===== src/rtl/arbitro_pkg.sv =====
// Shared types and constants for the two-source round-robin arbiter.
// Imported by the arbiter and by any parent that decodes its grant or select.
package arbitro_pkg;

    typedef enum logic [1:0] {
        IDLE = 2'd0,
        G0   = 2'd1,
        G1   = 2'd2
    } state_t;

    localparam logic       SEL_SRC0   = 1'b0;
    localparam logic       SEL_SRC1   = 1'b1;
    localparam logic [1:0] GRANT_NONE = 2'b00;
    localparam logic [1:0] GRANT_SRC0 = 2'b01;
    localparam logic [1:0] GRANT_SRC1 = 2'b10;

endpackage


===== src/rtl/arbitro_rr2.sv =====
// Two-requester round-robin arbiter with a bounded hold counter; drives the
// one-hot grants and the registered select for the downstream 2:1 mux.
module arbitro_rr2
    import arbitro_pkg::*;
#(
    parameter int unsigned MAX_HOLD = 4,
    parameter int unsigned CNT_W    = $clog2(MAX_HOLD + 1)
) (
    input  logic       clk,
    input  logic       rst_n,
    input  logic       en,
    input  logic [1:0] req,
    output logic [1:0] grant,
    output logic       sel,
    output logic       valid,
    output logic       switch_pulse
);

    localparam logic [CNT_W-1:0] HOLD_MAX = CNT_W'(MAX_HOLD);
    localparam logic [CNT_W-1:0] HOLD_LIM = CNT_W'(MAX_HOLD - 1);

    state_t           state;
    state_t           nxt_state;
    logic [CNT_W-1:0] hold_cnt;
    logic             last;      // 1 when source 1 was the most recent owner
    logic             hold_done;
    logic             entering;
    logic             direct_sw;

    // A count above the limit can only come from solo ownership; treat it as
    // exhausted so a newly arriving competitor is served on the next edge.
    assign hold_done = (hold_cnt >= HOLD_LIM);

    // NOTE: every output of this always_comb gets a default first, so no
    // path leaves a signal unassigned and no latch is inferred.
    always_comb begin
        nxt_state = state;
        unique case (state)
            IDLE: begin
                unique case (req)
                    2'b01:   nxt_state = G0;
                    2'b10:   nxt_state = G1;
                    2'b11:   nxt_state = last ? G0 : G1;
                    default: nxt_state = IDLE;
                endcase
            end
            G0: begin
                if (req[0]) begin
                    if (req[1] && hold_done) nxt_state = G1;
                end else begin
                    nxt_state = req[1] ? G1 : IDLE;
                end
            end
            G1: begin
                if (req[1]) begin
                    if (req[0] && hold_done) nxt_state = G0;
                end else begin
                    nxt_state = req[0] ? G0 : IDLE;
                end
            end
            default: nxt_state = IDLE;
        endcase
    end

    assign entering  = (nxt_state != state) && (nxt_state != IDLE);
    assign direct_sw = ((state == G0) && (nxt_state == G1)) ||
                       ((state == G1) && (nxt_state == G0));

    // NOTE: sequential state uses non-blocking assignments so every register
    // samples the pre-edge values, independent of statement order.
    always_ff @(posedge clk or negedge rst_n) begin
        if (!rst_n) begin
            state        <= IDLE;
            hold_cnt     <= '0;
            last         <= 1'b1;
            grant        <= GRANT_NONE;
            sel          <= SEL_SRC0;
            valid        <= 1'b0;
            switch_pulse <= 1'b0;
        end else if (en) begin
            state        <= nxt_state;
            switch_pulse <= direct_sw;
            valid        <= (nxt_state != IDLE);

            if (entering) begin
                hold_cnt <= '0;
                last     <= (nxt_state == G1);
            end else if ((nxt_state != IDLE) && (hold_cnt < HOLD_MAX)) begin
                hold_cnt <= hold_cnt + 1'b1;
            end

            unique case (nxt_state)
                G0: begin
                    grant <= GRANT_SRC0;
                    sel   <= SEL_SRC0;
                end
                G1: begin
                    grant <= GRANT_SRC1;
                    sel   <= SEL_SRC1;
                end
                default: grant <= GRANT_NONE;   // sel keeps the last owner
            endcase
        end
    end

endmodule


===== config.mk =====
export PLATFORM = sky130hd
export DESIGN_NAME = arbitro_rr2
export DESIGN_NICKNAME = d
export VERILOG_FILES = /design/src/rtl/arbitro_pkg.sv /design/src/rtl/arbitro_rr2.sv
export SDC_FILE = /design/constraint.sdc
export NUM_CORES = 1
export LEC_CHECK = 0
export ABC_AREA = 1
export BUFFER_PORTS_ARGS = -buffer_cell sky130_fd_sc_hd__buf_2
export CORE_AREA = 2 2 39 41
export DETAILED_ROUTE_END_ITERATION = 7
export DIE_AREA = 0 0 41 43
export PLACE_DENSITY = 0.83
export SLEW_MARGIN = 20
export SYNTH_ARGS = -nofsm -noshare
export SYNTH_HDL_FRONTEND = slang
export SYNTH_SLANG_ARGS = --single-unit
export TNS_END_PERCENT = 30

===== constraint.sdc =====
create_clock -name clk -period 5 [get_ports clk]
set_input_delay 0.5 -clock clk [delete_from_list [all_inputs] [get_ports clk]]
set_output_delay 0.5 -clock clk [all_outputs]
set_load 0.05 [all_outputs]

Word level (Yosys, flattened, before mapping)
Cells that the tools add are included.
- flip-flop bits (word level): 11
- input port bits: 5
- output and inout port bits: 5
- logic and storage cells: 45
- add/sub/neg operators: 1
- order comparisons: 2
- eq/ne operators: 8
- mux-type cells: 13
- reduce and logical (&&, ||, !) cells: 14
- operator list (operator ; number):
    $mux 2 ; 6
    $pmux 2 s3 ; 2
    $eq 2x2->1 const B ; 4
    $eq 2x1->1 const B ; 3
    $logic_and 1x1->1 ; 6
    $mux 3 ; 2
    $reduce_and 2->1 ; 3
    $reduce_bool 2->1 ; 3
    $pmux 2 s2 ; 1
    $add 3x1->3 const B ; 1
    $ge 3x2->1 const B ; 1
    $lt 3x3->1 const B ; 1
    $logic_not 2->1 ; 1
    $ne 2x2->1 ; 1
    $pmux 1 s2 ; 1
    $logic_or 1x1->1 ; 1
    $mux 1 ; 1

Longest topological paths before layout
Gate-level depths: netlist of the first run.
- depth in word-level cells: 9
- mapped depth: 14
- mapped depth without buffers: 14

Least setup slack after synthesis of the first run
No wires, ideal clock.
- kind: reg2reg
- from: register hold_cnt[0]
- to: register hold_cnt[2]
- arrival time: 1811 ps
- slack: 3071 ps
- stages on the path, launching flop included: 14
- period minus slack after synthesis: 1929 ps
- cells stage by stage: dfrtp_1 ha_1 ha_1 nor2_1 nand2_1 nand2_2 nand4_1 nand3_1 inv_1 ha_1 nor2_1 nand2_1 nand2_1 nand2_1
- word-level cells in the longest chain between the ends: 9
- elaborated cells on any way between the ends: 18
- classes of those cells: 1 x add/sub; 2 x order compare; 1 x eq/ne; 7 x mux; 7 x reduce/logical
- ends and longest elaborated chain (what ; RTL line ; text):
    from (decl) ; arbitro_rr2.sv:24 ; logic [CNT_W-1:0] hold_cnt;
    from (signal assigned) ; arbitro_rr2.sv:89 ; hold_cnt <= hold_cnt + 1'b1;
    $ge 3x2->1 (*) ; arbitro_rr2.sv:32 ; assign hold_done = (hold_cnt >= HOLD_LIM);
    $logic_and 1x1->1 (on tied branches) ; arbitro_rr2.sv:56, arbitro_rr2.sv:49 ;
    $mux 2 (on tied branches) ; arbitro_rr2.sv:56, arbitro_rr2.sv:49 ;
    $mux 2 (on tied branches) ; arbitro_rr2.sv:55, arbitro_rr2.sv:48 ;
    $pmux 2 s3 (*) ; arbitro_rr2.sv:38 ; unique case (state)
    net nxt_state[1] ; arbitro_rr2.sv:23 ; state_t nxt_state;
    $ne 2x2->1 or $reduce_bool 2->1 (tied branches) ; arbitro_rr2.sv:65, arbitro_rr2.sv:88 ;
    $logic_and 1x1->1 (on tied branches) ; arbitro_rr2.sv:65, arbitro_rr2.sv:88 ;
    $reduce_bool 2->1 (no source line) ; n/a ;
    $reduce_and 2->1 (no source line) ; n/a ;
Mark *: on every way through the listed nets, which the timed path passes. The rest lies on a longest branch. The select of a mux whose other input is x is not followed.
A chain may end at the register's enable or synchronous reset.

Worst setup path after layout of the first run
- from: register hold_cnt[0]
- to: register hold_cnt[0]
The elaborated chain is that of the path after synthesis.

==> results of run 1 <==
[logic make-up after synthesis]
group / after synthesis / synth area share [%]
flip-flops: 11 / 41.2
buffers and inverters: 11 / 6.14
adder cells (fa/ha/maj): 6 / 11.2
AND/OR/NAND/NOR: 46 / 29.8
AO/OA/AOI/OAI: 13 / 11.7
[Yosys cell counts (all sizes together) (2+ instances only)]
library cell / instances
nand2: 30
dfrtp: 10
inv: 10
nor2: 8
o21ai: 7
ha: 6
nand3: 4
a21oi: 2
nand4: 2
[worst max-delay path by stage]
| stage | from | end | slack [ps] | cells past startpoint |
|---|---|---|---|---|
| 2_1_floorplan | hold_cnt[0] | hold_cnt[2] | 3070 | 13 |
| 3_3_place_gp | hold_cnt[0] | switch_pulse | 2920 | 12 |
| 3_5_place_dp | hold_cnt[0] | switch_pulse | 2870 | 12 |
| 4_1_cts | hold_cnt[0] | hold_cnt[0] | 2850 | 13 |
| 5_1_grt | hold_cnt[0] | switch_pulse | 2600 | 12 |
| 6_report | hold_cnt[0] | hold_cnt[0] | 2880 | 13 |
[routing by layer]
metal	part of all wire (%)	global-route usage, %
met1	42	26.3
met2	53	34.1
met3	3.8	5.24
met4	0.93	6.67
met5	0	0
[registers in the layout, summed over array words and instances (netlist names)]
signal and flops:
grant 2, hold_cnt 3, last 1, sel 1
state 2, switch_pulse 1, valid 1
[metrics by stage]
stage / instance area, um^2 / instances / power, W / util (%)
2_1_floorplan: 672 / 87 / 0.000408 / -
3_3_place_gp: 737 / 112 / 0.000466 / 53.3
3_5_place_dp: 737 / 112 / 0.000479 / 53.3
4_1_cts: 763 / 116 / 0.000541 / 55.2
5_1_grt: 763 / 116 / 0.000593 / 55.2
6_report: 763 / 116 / 0.000535 / 55.2
[cell type report]
class | count | area [um^2] | share of cell area, %
repair buffers | 9 | 45.0 | 5.90
well taps | 16 | 20.0 | 2.62
clock buffers | 4 | 26.3 | 3.44
multi-input cells | 65 | 354 | 46.4
inverters | 11 | 41.3 | 5.41
flip-flops and latches | 11 | 277 | 36.2
[power by group through the flow]
stage	Sequential, W	Clock [W]	Combinational [W]
2_1_floorplan	0.000229	0	0.000179
3_3_place_gp	0.000165	0	0.000301
3_5_place_dp	0.000167	0	0.000312
4_1_cts	0.000166	0.0000612	0.000314
5_1_grt	0.000174	0.0000644	0.000355
6_report	0.000166	0.0000597	0.000310
==> impl_metrics.ini, run 1 <==
[timing]
layout_min_cycle_time_ps = 2120
setup_ws_ps = 2880
worstMarginPinSlew_ps = 278
setup_violations = 0
fmax_mhz = 471
rsz0062_at_grt = no
slew_headroom_pct = 81.3
slew_violations = 0
hold_viol_final = 0
period_share_pct = 42.4
fin_skew_ps = 8.79
tns_ps = 0
fin_hold_ws_ps = 91.2

[synthesis]
avgSynthCellArea_um2 = 7.72
syn_inst = 87
synthArstFlopShare_pct = 100
synthTopCellsByArea = dfrtp_1 (37%), nand2_1 (14%), ha_1 (11%)
seq_area_frac_synth_pct = 41.2
yosysTopAreaCellShare_pct = 37.2
synth_nets = 98
synth-seq-cells = 11
synth_warnings = 0
synthFlopType = dfrtp_1
yosysTopAreaCell = dfrtp_1
synth_cell_types = 20
netlist_area_um2 = 672
synth_edf_count = 0

[clocking]
clk_pin_slew_ps = 80
numCtsBuffers = 3
cts_hold_buf = 0
clkLatencyLatePin_ps = 260
cts_root_buffer = clkbuf_4
ctsHtreeMaxLevel = 1
cts.sinks = 11
post-cts-setup-buffers = 0
cts_tree = yes
clk_path_buf_depth = 2
ctsResizeCount = 0

[worst_setup_path]
startpoint_type = register
endpoint_kind = register
timing.rr.start = hold_cnt[0]
r2r-end = hold_cnt[0]
cpMaxStageDelayCell = dfrtp_1
crit_path_frequent_cell = ha_1
crit_arrival_ps = 2270
crit_family = simple AND/OR/NAND/NOR gates
reg2reg_depth = 13
critPathBufInv = 1
crit_path_max_fanout = 4
cp_data_required_time_ps = 5150
r2r_slack_ps = 2880
path_cells = ha_1, ha_1, nor2_1, nand2_1, nand2_2, nand4_1, nand3_1, inv_1, ha_1, nor2_1, nand2_2, nand2_1, o21ai_1
crit_type = reg -> reg
critPathMaxStageDelay_ps = 410

[routing]
dr_total_vias = 610
routed_wl_um = 1290
ant_nets = 0
dr.pass1.iters = 4
first_iter_violations = 7
drc_errors = 0
wl_per_cell_um = 11.1
via_per_inst = 5.26

[pwr]
power_leakage_nw = 0.404
clock_power_share_pct = 11.2
switching_share_pct = 51.8
p_int_w = 0.000258
pwr-share-comb_pct = 57.9
p_sw_w = 0.000277
peakVddDrop_mv = 0.343
power_density_nw_per_um2 = 701
seqPwrFrac_pct = 31.0

[floorplanning]
start_util_pct = 48.6
die_h_um = 43
die_area_um2 = 1760
design.portCount = 10
core_area_um2 = 1380
die_w_um = 41
floorplan.rows = 14

[placed_design]
port_buffers = 9
preCtsSetupSlack_ps = 2870
hpwlAfterDp_um = 1020
gp_congestion = 0.852

[cells_and_area]
final_common_cell = nand2_1
antenna_cells = 0
area_growth_pct = 13.6
most-common-layout-cells = nand2_1 (25), dfrtp_1 (10), inv_1 (9), buf_2 (9), nor2_1 (8)
fin_nets = 112
drive_above_1_share_pct = 20.0
n_fill_cell = 135

[run]
maxCapViolCount = 0

[grt]
antenna_found_initial = 0
first_global_vias = 619
grt_pass1_wl_um = 2540
grt_max_degree = 12
track_usage_pct = 21.0
grt-ovfl-total = 0

[status]
status = finished, final reports clean

[worst_hold_path]
hold_path_class = in -> async
No activity file was read; power rests on OpenSTA's default activity.
==> run 2: changes to the inputs <==
Clock period 5 ns to 2.2 ns, I/O delays scaled along.
==> impl_metrics.ini, run 2 (synthesis results as in run 1) <==
[cells_and_area]
antenna_cells = 0
fin_area_um2 = 826
most-common-layout-cells = nand2_1 (24), dfrtp_1 (10), buf_2 (9)
n_fill_cell = 121
top_register = hold_cnt
finish.utilization_pct = 59.7
largestRegisters = hold_cnt x3, grant x2, state x2
area.sequential_um2 = 277
largest_register_ffs = 3
area_growth_pct = 22.9
multi_input_area_um2 = 392
final_common_cell = nand2_1
fin_nets = 115
drive_above_1_share_pct = 29.1
instances_no_fill = 119

[routing]
ant_nets = 0
drc_errors = 0
first_iter_violations = 17
dr_total_vias = 654
dr.pass1.iters = 4
routed_wl_um = 1450
wl_per_cell_um = 12.2
via_per_inst = 5.50

[worst_setup_path]
cp_data_required_time_ps = 2360
crit_path_max_fanout = 4
endpoint_kind = register
r2r_slack_ps = 180
crit_arrival_ps = 2180
crit_type = reg -> reg
reg2reg_depth = 13
r2r-end = hold_cnt[1]
startpoint_type = register
timing.rr.start = hold_cnt[0]

[run]
maxCapViolCount = 0

[clocking]
cts_tree = yes
clk_path_buf_depth = 2
cts.sinks = 11
cts_root_buffer = clkbuf_4
clk_pin_slew_ps = 80
numCtsBuffers = 3
ctsHtreeMaxLevel = 1
clkLatencyLatePin_ps = 270

[worst_hold_path]
hold_path_class = in -> reg
whs_path_depth = 2
whs_endpoint = state[1]
hold_start = en

[timing]
worstMarginPinSlew_ps = 296
slew_violations = 0
fin_hold_ws_ps = 215
fin_skew_ps = 7.19
setup_violations = 0
rsz0062_at_grt = yes
setup_ws_ps = 177
fmax_mhz = 494
hold_viol_final = 0
slew_headroom_pct = 80.1
layout_min_cycle_time_ps = 2020
period_share_pct = 92.0

[floorplanning]
core_area_um2 = 1380
die_area_um2 = 1760
design.portCount = 10
die_h_um = 43
die_w_um = 41
floorplan.rows = 14
start_util_pct = 48.6

[placed_design]
port_buffers = 9
preCtsSetupSlack_ps = -3.85
gp_congestion = 0.879
dp_cells = 113
hpwlAfterDp_um = 1060
placed_area_um2 = 744

[pwr]
power_density_nw_per_um2 = 1650
power_leakage_nw = 0.422
peakVddDrop_mv = 0.895

[grt]
track_usage_pct = 20.7
grt_max_degree = 12
grt_pass1_wl_um = 2500
grt-ovfl-total = 0
first_global_vias = 618
antenna_found_initial = 0

[status]
status = finished, final reports clean
==> run 2: cell count changes in the layout (fill, tap and decap cells not counted), moves of 2 or more <==
cell and delta:
nor2_4 +2, nor2_1 -2, buf_4 +2, inv_1 -3, inv_2 +3
==> run 2: worst max-delay path by stage <==
stage,startpoint,end
after CTS,hold_cnt[0],switch_pulse
after global routing,hold_cnt[0],hold_cnt[2]
after detailed placement,hold_cnt[0],switch_pulse
final,hold_cnt[0],hold_cnt[1]
after global placement,hold_cnt[0],switch_pulse
after floorplan,hold_cnt[0],hold_cnt[2]
==> run 2: report_power, final <==
part | switching (W) | internal (W)
logic | 0.000549 | 0.000290
registers | 0.0000800 | 0.000300
clock network | 0.0000707 | 0.0000702
==> run 2: stage by stage <==
stage	total power (W)	TNS [ps]
after floorplan	0.000928	0
after global placement	0.00108	0
after detailed placement	0.00111	-3.85
after CTS	0.00126	0
after global routing	0.00148	-68.1
final	0.00136	0
==> run 2: metal layers <==
layer	vias up	global-route usage [%]	routed length [um]
met2	28	33.4	778
met5	-	0	0
met1	307	26.4	591
li1	315	-	-
met4	0	10.0	19
met3	4	1.57	65
==> run 2: area by class of cell <==
type                            count  area share (%)
Sequential cell                    11            33.5
Timing Repair Buffer               12            8.48
Clock buffer                        4            3.18
Tap cell                           16            2.42
Inverter                           11            5.00
Multi-Input combinational cell     65            47.4
==> run 2: critical path, cell delays in order, from the launching register on <==
cell and delay, ps:
dfrtp_1 410, ha_1 210, ha_1 170, nor2_1 90
nand2_1 90, nand2_1 60, nand2_1 70, nor2_1 210
nor2_4 80, ha_4 180, nor2_4 110, nand2_2 90
nand2_1 70, o21ai_1 60
==> run 2: repair_timing <==
item | 4_1_cts | 5_1_grt
setup buffers | 0 | 1
hold buffers | 1 | 0
pin swaps | 0 | 3
hold endpoints to repair | 10 | 0
setup endpoints to repair | 1 | 7
resized for setup | 1 | 11
==> run 3: changes to the inputs <==
Settings changed: PLACE_DENSITY 0.83 to 0.71.
==> impl_metrics.ini, run 3 (synthesis results as in run 1) <==
[clocking]
cts.sinks = 11
clk_path_buf_depth = 2
cts_tree = yes
clk_pin_slew_ps = 70
cts_root_buffer = clkbuf_4
ctsHtreeMaxLevel = 1
clkLatencyLatePin_ps = 260
numCtsBuffers = 3

[timing]
setup_ws_ps = 192
tns_ps = 0
slew_violations = 0
fmax_mhz = 498
period_share_pct = 91.3
slew_headroom_pct = 82.0
layout_min_cycle_time_ps = 2010
setup_violations = 0
hold_viol_final = 0
worstMarginPinSlew_ps = 267
fin_skew_ps = 4.09

[grt]
antenna_found_initial = 0
grt-ovfl-total = 0
grt_pass1_wl_um = 2350
track_usage_pct = 19.6
grt_max_degree = 12
first_global_vias = 568

[placed_design]
placed_area_um2 = 759
hpwlAfterDp_um = 1060
preCtsSetupSlack_ps = 108
port_buffers = 9
gp_congestion = 0.762

[worst_setup_path]
cp_data_required_time_ps = 2350
reg2reg_depth = 13
startpoint = hold_cnt[0]
crit_path_max_fanout = 4
cpMaxStageDelayCell = dfrtp_1
crit_path_frequent_cell = nand2_1
r2r-end = hold_cnt[0]
crit_type = reg -> reg
endpoint_kind = register
startpoint_type = register
crit_end = hold_cnt[0]
crit_arrival_ps = 2160
timing.rr.start = hold_cnt[0]
path_cells = ha_1, ha_1, nor2_1, nand2_1, nand2_1, nand2_1, nor2_2, nor2_4, ha_1, nor2_2, nand2_2, nand2_1, o21ai_1
critPathMaxStageDelay_ps = 390
r2r_slack_ps = 190

[cells_and_area]
finish.utilization_pct = 59.3
fin_nets = 117
largestRegisters = hold_cnt x3, grant x2, state x2
drive_above_1_share_pct = 26.7
fin_area_um2 = 821
most-common-layout-cells = nand2_1 (25), dfrtp_1 (10), inv_1 (9), buf_2 (9), ha_1 (6)
antenna_cells = 0
final_common_cell = nand2_1
area_growth_pct = 22.2
largest_register_ffs = 3
top_register = hold_cnt

[floorplanning]
die_h_um = 43
floorplan.rows = 14
design.portCount = 10
die_w_um = 41
start_util_pct = 48.6
core_area_um2 = 1380
die_area_um2 = 1760

[pwr]
power_leakage_nw = 0.433
power_density_nw_per_um2 = 1600
peakVddDrop_mv = 0.897

[routing]
ant_nets = 0
dr.pass1.iters = 4
via_per_inst = 4.98
wl_per_cell_um = 11.6
drc_errors = 0
first_iter_violations = 21
routed_wl_um = 1410
dr_total_vias = 603

[run]
maxCapViolCount = 0

[worst_hold_path]
hold_path_class = in -> reg

[status]
status = finished, final reports clean
==> run 3: how the worst min path moves through the flow <==
stage | from | endpoint | cells past startpoint
final | en | state[1] | 2
after floorplan | rst_n | grant[0] | 0
after detailed placement | rst_n | grant[0] | 1
after global placement | rst_n | grant[0] | 1
after CTS | en | state[1] | 2
after global routing | en | sel | 2
==> run 3: stage by stage <==
stage	instances	hold WS, ps	total power (W)
after floorplan	87	-75.6	0.000928
after global placement	115	101	0.00112
after detailed placement	115	106	0.00114
after CTS	120	214	0.00129
after global routing	121	246	0.00143
final	121	219	0.00131
==> run 3: power breakdown <==
part / total [W] / leakage, nW / internal, W / switching, W
Combinational: 0.000799 / 0.280 / 0.000275 / 0.000525
Sequential: 0.000374 / 0.138 / 0.000300 / 0.0000748
Clock: 0.000138 / 0.0150 / 0.0000701 / 0.0000679
Total: 0.00131 / 0.433 / 0.000644 / 0.000667
==> run 3: layer usage <==
metal  share of wire (%)  global-route usage [%]  vias to the layer above  wire length, um
li1                    -                       -                      318                -
met5                   0                       0                        -                0
met2                  49                    28.1                       11              688
met1                  47                    28.7                      272              660
met3                 3.3                    3.14                        2               46
met4                0.85                    8.00                        0               12
==> run 3: cell type report <==
type                    instances  area [um^2]
clock buffers                   4         26.3
fillers                       126          563
inverters                      11         41.3
multi-input cells              65          372
flip-flops and latches         11          277
well taps                      16         20.0
repair buffers                 14         85.1
==> run 3: worst max-delay path: cells and delay by family, from the launching register on <==
kind                       cells  cell delay, ps
AOI/OAI and AO/OA              1              60
adders and majority gates      3             600
DFF                            1             390
and+or+nand+nor                9             860
==> run 3: repair_timing <==
| item | 4_1_cts | 5_1_grt |
|---|---|---|
| endpoints found under the hold margin | 10 | 0 |
| setup endpoints to repair | 0 | 7 |
| buffers inserted | 0 | 1 |
| hold buffers | 1 | 0 |
| gates resized for setup | 0 | 5 |
